File: src/rtl/dmem_arbiter.sv
// Data memory arbiter: shares one Data_mem port between the core MEM stage
// and the debug/loader port. Round-robin on ties, rejects misaligned or
// reserved-size requests with an error ack, and sequences each legal access
// through a one-cycle memory strobe followed by an ack (and a response cycle
// for loads, since Data_mem returns read data one cycle late).

module dmem_arbiter #(
    parameter int DATA_WIDTH  = 32,
    parameter int D_ADD_WIDTH = 5
) (
    input  logic                   Clk,
    input  logic                   Rst,

    input  logic                   c_req,
    input  logic                   c_we,
    input  logic [D_ADD_WIDTH-1:0] c_addr,
    input  logic [1:0]             c_sel,
    input  logic [DATA_WIDTH-1:0]  c_wdata,
    output logic                   c_ack,
    output logic                   c_err,
    output logic [DATA_WIDTH-1:0]  c_rdata,

    input  logic                   d_req,
    input  logic                   d_we,
    input  logic [D_ADD_WIDTH-1:0] d_addr,
    input  logic [1:0]             d_sel,
    input  logic [DATA_WIDTH-1:0]  d_wdata,
    output logic                   d_ack,
    output logic                   d_err,
    output logic [DATA_WIDTH-1:0]  d_rdata,

    output logic [DATA_WIDTH-1:0]  Mem_in,
    output logic [D_ADD_WIDTH-1:0] Mem_addr,
    output logic [1:0]             sel,
    output logic                   write,
    output logic                   read,
    input  logic [DATA_WIDTH-1:0]  Mem_out
);

    localparam logic [1:0] IDLE   = 2'd0;
    localparam logic [1:0] ACCESS = 2'd1;
    localparam logic [1:0] RESP   = 2'd2;

    localparam logic PORT_CORE  = 1'b0;
    localparam logic PORT_DEBUG = 1'b1;

    localparam logic [1:0] SEL_HALF = 2'b01;
    localparam logic [1:0] SEL_WORD = 2'b10;
    localparam logic [1:0] SEL_RSVD = 2'b11;

    logic [1:0]             r_state;
    logic                   r_lastWinner;
    logic                   r_owner;
    logic                   r_we;
    logic [D_ADD_WIDTH-1:0] r_addr;
    logic [1:0]             r_sel;
    logic [DATA_WIDTH-1:0]  r_wdata;

    logic                   w_anyReq;
    logic                   w_grantDebug;
    logic                   w_winWe;
    logic [D_ADD_WIDTH-1:0] w_winAddr;
    logic [1:0]             w_winSel;
    logic [DATA_WIDTH-1:0]  w_winWdata;
    logic                   w_illegal;
    logic                   w_inAccess;

    // Pick the winner: a lone requester wins, a tie goes to whoever did not win last
    always_comb begin
        w_anyReq     = c_req | d_req;
        w_grantDebug = d_req & (~c_req | (r_lastWinner == PORT_CORE));
        if (w_grantDebug) begin
            w_winWe    = d_we;
            w_winAddr  = d_addr;
            w_winSel   = d_sel;
            w_winWdata = d_wdata;
        end else begin
            w_winWe    = c_we;
            w_winAddr  = c_addr;
            w_winSel   = c_sel;
            w_winWdata = c_wdata;
        end
        w_illegal = (w_winSel == SEL_RSVD)
                  | ((w_winSel == SEL_HALF) & w_winAddr[0])
                  | ((w_winSel == SEL_WORD) & (w_winAddr[1:0] != 2'b00));
    end

    // Strobes are gated by reset directly so an in-flight store never commits
    assign w_inAccess = (r_state == ACCESS);
    assign write      = Rst & w_inAccess & r_we;
    assign read       = Rst & w_inAccess & ~r_we;
    assign Mem_addr   = r_addr;
    assign sel        = r_sel;
    assign Mem_in     = r_wdata;

    // Transaction sequencer: accept in IDLE, strobe in ACCESS, collect load data in RESP
    always_ff @(posedge Clk) begin
        if (!Rst) begin
            r_state      <= IDLE;
            r_lastWinner <= PORT_DEBUG;
            r_owner      <= PORT_DEBUG;
            r_we         <= 1'b0;
            r_addr       <= '0;
            r_sel        <= '0;
            r_wdata      <= '0;
            c_ack        <= 1'b0;
            d_ack        <= 1'b0;
            c_err        <= 1'b0;
            d_err        <= 1'b0;
            c_rdata      <= '0;
            d_rdata      <= '0;
        end else begin
            c_ack <= 1'b0;
            d_ack <= 1'b0;
            c_err <= 1'b0;
            d_err <= 1'b0;
            case (r_state)
                IDLE: begin
                    if (w_anyReq) begin
                        r_lastWinner <= w_grantDebug;
                        r_owner      <= w_grantDebug;
                        r_we         <= w_winWe;
                        r_addr       <= w_winAddr;
                        r_sel        <= w_winSel;
                        r_wdata      <= w_winWdata;
                        if (w_illegal) begin
                            if (w_grantDebug) begin
                                d_ack <= 1'b1;
                                d_err <= 1'b1;
                            end else begin
                                c_ack <= 1'b1;
                                c_err <= 1'b1;
                            end
                        end else begin
                            r_state <= ACCESS;
                        end
                    end
                end
                ACCESS: begin
                    if (r_we) begin
                        r_state <= IDLE;
                        if (r_owner == PORT_DEBUG) begin
                            d_ack <= 1'b1;
                        end else begin
                            c_ack <= 1'b1;
                        end
                    end else begin
                        r_state <= RESP;
                    end
                end
                RESP: begin
                    r_state <= IDLE;
                    if (r_owner == PORT_DEBUG) begin
                        d_rdata <= Mem_out;
                        d_ack   <= 1'b1;
                    end else begin
                        c_rdata <= Mem_out;
                        c_ack   <= 1'b1;
                    end
                end
                default: begin
                    r_state <= IDLE;
                end
            endcase
        end
    end

endmodule

File: config.mk
export PLATFORM = sky130hd
export DESIGN_NAME = dmem_arbiter
export DESIGN_NICKNAME = d
export VERILOG_FILES = /design/src/rtl/dmem_arbiter.sv
export SDC_FILE = /design/constraint.sdc
export NUM_CORES = 1
export LEC_CHECK = 0
export BUFFER_PORTS_ARGS = -buffer_cell sky130_fd_sc_hd__buf_2
export CORE_AREA = 2 2 103 105
export DETAILED_ROUTE_END_ITERATION = 10
export DIE_AREA = 0 0 105 107
export PLACE_DENSITY = 0.8
export SLEW_MARGIN = 20
export SYNTH_ARGS = -nofsm -noshare
export SYNTH_HDL_FRONTEND = slang
export SYNTH_SLANG_ARGS = --single-unit
File: constraint.sdc
create_clock -name Clk -period 1.5 [get_ports Clk]
set_input_delay 0.3 -clock Clk [delete_from_list [all_inputs] [get_ports Clk]]
set_output_delay 0.3 -clock Clk [all_outputs]
set_load 0.02 [all_outputs]
## Word level (Yosys, flattened, before mapping)

Cells that the tools add are included.

| word-level totals | value |
|---|---|
| register bits after elaboration | 111 |
| input port bits | 116 |
| output and inout bits | 109 |
| logic and storage cells | 59 |

| cells by class | value |
|---|---|
| equality and inequality tests | 7 |
| muxes and demuxes | 20 |
| bitwise operators | 13 |
| reduce and logical (&&, ||, !) cells | 7 |

Operator list:

| cell | count |
|---|---|
| 2-to-1 mux 32 bit | 1 |
| 2-to-1 mux 1 bit | 11 |
| AND reduction 2 bit | 5 |
| 2-to-1 mux 2 bit | 4 |
| AND 1 bit | 6 |
| == test 2 bit, second input constant | 3 |
| case mux 1 bit (3 select lines) | 2 |
| 2-to-1 mux 5 bit | 1 |
| == test 2 x 1 -> 1 bit, second input constant | 2 |
| inequality test 2 bit, second input constant | 2 |
| OR 1 bit | 4 |
| case mux 2 bit (2 select lines) | 1 |
| NOT 1 bit | 3 |
| logical NOT 2 bit | 1 |
| nonzero test 2 bit | 1 |

## Depth between registers and ports, before layout

| depth | value |
|---|---|
| depth after elaboration | 11 |
| depth in mapped cells | 6 |
| gate-level depth less buffers | 3 |

## Least setup slack after synthesis

OpenSTA, ideal clock, no wires.

| timing path | value |
|---|---|
| path kind | register -> register |
| from | register r_owner |
| to | register c_rdata[10] |
| setup time | 0.132 ns |
| arrival | 1.185 ns |
| required time | 1.368 ns |
| path slack | 0.183 ns |
| cell stages (with the launch flop) | 7 |
| path buffers | 3 |
| clock period less this slack | 1.317 ns |
| cell sequence | dfxtp_1 buf_4 or3b_1 clkbuf_1 buf_2 nand2_1 a21oi_1 |

| between the ends | value |
|---|---|
| word-level cells in the longest chain between the ends | 2 |

Ends and longest elaborated chain:

| what | RTL line | text |
|---|---|---|
| from (decl) | 53 | `logic r_owner;` |
| from (signal assigned) | 121 | `r_owner <= w_grantDebug;` |
| NOT 1 bit (no source line) | n/a |  |
| AND reduction 2 bit (no source line) | n/a |  |
| to (signal assigned) | 157 | `c_rdata <= Mem_out;` |
| to (decl) | 21 | `output logic [DATA_WIDTH-1:0] c_rdata,` |

No other way between the ends.
A chain may end at the register's enable or synchronous reset.

## Final worst setup path

| timing path | value |
|---|---|
| from | register r_state[0] |
| to | register c_rdata[30] |

| between the ends | value |
|---|---|
| word-level cells in the longest chain between the ends | 2 |

Ends and longest elaborated chain:

| what | RTL line | text |
|---|---|---|
| from (decl) | 51 | `logic [1:0] r_state;` |
| from (signal assigned) | 99 | `r_state <= IDLE;` |
| from (signal assigned) | 135 | `r_state <= ACCESS;` |
| from (signal assigned) | 141 | `r_state <= IDLE;` |
| == test 2 bit | 117 | `case (r_state)` |
| AND reduction 2 bit (no source line) | n/a |  |

No other way between the ends.

==> out/qor.txt <==
share of layout cells above drive strength 1: 41.35%
Mapped Area: 4591 µm²
I/O pin total: 225
first-pass GRT wire length: 21010 µm
outcome: finished clean
Initial Util: 45.49%
RSZ-0062 raised after global routing: yes
Chip Height: 107 µm
# diodes: 0
HP Class: primary input to flop
Slew Viols, Final: 0
CTS tree: built
synth warn: 0
Lkg Pwr: 2.740 nW
vias per cell: 5.158
port bufs: 224
Slew @ Worst Pin: 0.3892 ns
vias: 4606
Synth Register Bits: 111
core region area: 10090 µm²
Worst-path clk slew: 0.10 ns
WL final: 13170 µm
Die W: 105 µm
die footprint: 11240 µm²
grt ovf: 0
peak supply drop: 0.5106 mV
Setup WS pre-CTS: 0.08415 ns
number of DRC markers in iteration 0: 263
Final Setup Violations: 0
Arr. time, crit path: 1.73 ns
final worst setup slack: 0.004264 ns
critical path type: flop to flop
Root Driver: clkbuf_8
Fin. Hold Viols: 0
Clock Path Buffers: 2
Total GRT Usage: 22.96%
Tcrit/Tclk final: 99.72%
Syn-to-layout area delta: 34.42%
Crit Path Max Fanout: 32
clock sink count: 111
Num CTS Buffers: 9
htree depth: 3
most common cell after layout, fill and taps aside: buf_2
utilization after layout: 61.15%
drc violations: 0
Final TNS setup: 0 ns
hpwl dp: 9578 µm
DR pass1 iterations: 4
post-route ant nets: 0
Avg Cell Area, Syn: 8.439 µm²
Max Clock Freq: 0.6686 GHz
Clock Latency Late Sink: 0.35 ns
synthesized net count: 660
CP Launch Type: flop
hold bufs inserted after CTS: 0
Synth cell types: 28
nets: 869
Seq/Total Area, Yosys: 48.41%
Period minus WS final: 1.496 ns
WL/cell: 14.74 µm
Pwr Density: 1027 nW/µm²
number of global-route vias before repair: 4429
Max-Slew Margin vs Limit: 74.06%
largest net degree at the start of global routing: 51
Placer Congestion: 0.7941
required time of the critical path: 1.74 ns
nature of the critical path endpoint: flop
Clock Skew: 0.008150 ns
initial antenna violation count: 0
# Max-Cap Violations: 0
most frequent cells in the layout: 222 x buf_2, 209 x nand2_1, 109 x dfxtp_1, 106 x a21oi_1, 40 x a311oi_2
Post-Synthesis Cells: 544
num rows: 37
## metrics by stage
stage | std cells | power (mW) | hold WS (ns) | instance area, µm²
floorplan | 544 | 4.162 | 0.3762 | 4591
global placement | 873 | 4.643 | 0.4389 | 5909
detailed placement | 873 | 4.686 | 0.4450 | 5909
CTS | 892 | 6.391 | 0.1601 | 6163
global route | 893 | 6.619 | 0.1743 | 6171
finish | 893 | 6.338 | 0.1798 | 6171
## synthesized netlist by cell type, drive strengths merged
cell     count  area share (%)
nand2b       1            0.14
buf         19             2.8
or3b         1            0.19
a311oi      40              13
inv          1           0.082
clkbuf      29             2.4
or2          1            0.14
a21boi       1            0.16
nor3b        3            0.60
nand3b       1            0.16
nor2b        2            0.27
o21a         2            0.33
nor2         3            0.30
and2         4            0.55
and3         2            0.27
nand2      210              17
dfxtp      111              48
and3b        1            0.19
o221a        2            0.49
o21ai        1            0.11
a21oi      106              12
o2bb2ai      2            0.38
a21bo        1            0.22
## kinds of logic (layout without fill, tap and decap cells)
| logic type | after synthesis | count (layout) | synth area share [%] |
|---|---|---|---|
| flip-flops | 111 | 111 | 48.41 |
| AND/OR/NAND/NOR | 229 | 229 | 19.98 |
| AO/OA/AOI/OAI | 155 | 155 | 26.33 |
| buffers and inverters | 49 | 262 | 5.287 |
## repair_timing
| action | 4_1_cts | 5_1_grt |
|---|---|---|
| cloned | 0 | 0 |
| pin swaps | 1 | 1 |
| buffers inserted | 4 | 1 |
| resized for setup | 15 | 0 |
| setup endpoints to repair | 2 | 22 |
## per-layer routing
layer	GRT usage, %	part of all wire (%)	vias to the layer above
met5	0	0	-
met3	4.316	7.5	17
met2	42.25	50	204
li1	-	-	2270
met1	26.84	41	2115
met4	7.429	1.6	0
## power breakdown
part	total [mW]	leakage (nW)	switching (mW)	internal, mW
sequential	3.23	0.908	0.104	3.12
combinational	1.42	1.74	0.843	0.573
clock	1.69	0.0892	0.933	0.761
total	6.34	2.74	1.88	4.46
## critical path, stage by stage, from the launching register on
cell,delay (ns)
dfxtp_4,0.36
buf_4,0.15
buf_4,0.14
or3b_4,0.38
buf_12,0.18
nand2_1,0.09
a21oi_1,0.07
## flip-flops by register name (all words and copies together), names as in the netlist
name / flops
c_err: 1
d_rdata: 32
r_state: 2
d_ack: 1
Mem_addr: 5
Mem_in: 32
c_rdata: 32
c_ack: 1
sel: 2
r_we: 1
r_owner: 1
d_err: 1
## cell type report
class                   instances  area, µm²
fillers                       908       3921
flip-flops and latches        111       2230
inverters                       1      6.256
well taps                     136      170.2
clock inverters                 4      47.55
repair buffers                246       1411
multi-input cells             384       2175
clock buffers                  11      131.4
## path summary, 6_finish.rpt
check	from	endpoint	slack (ns)	cells past startpoint
worst min register to register	d_rdata[2]$_SDFFE_PN0P_	d_rdata[2]$_SDFFE_PN0P_	0.46	2
worst max register to register	r_state[0]$_SDFFE_PN0P_	c_rdata[30]$_SDFFE_PN0P_	0.004	6
worst min-delay path	Mem_out[26]	c_rdata[26]$_SDFFE_PN0P_	0.18	3
worst max-delay path	r_state[0]$_SDFFE_PN0P_	c_rdata[30]$_SDFFE_PN0P_	0.004	6
Power figures use the tool's default switching activity.
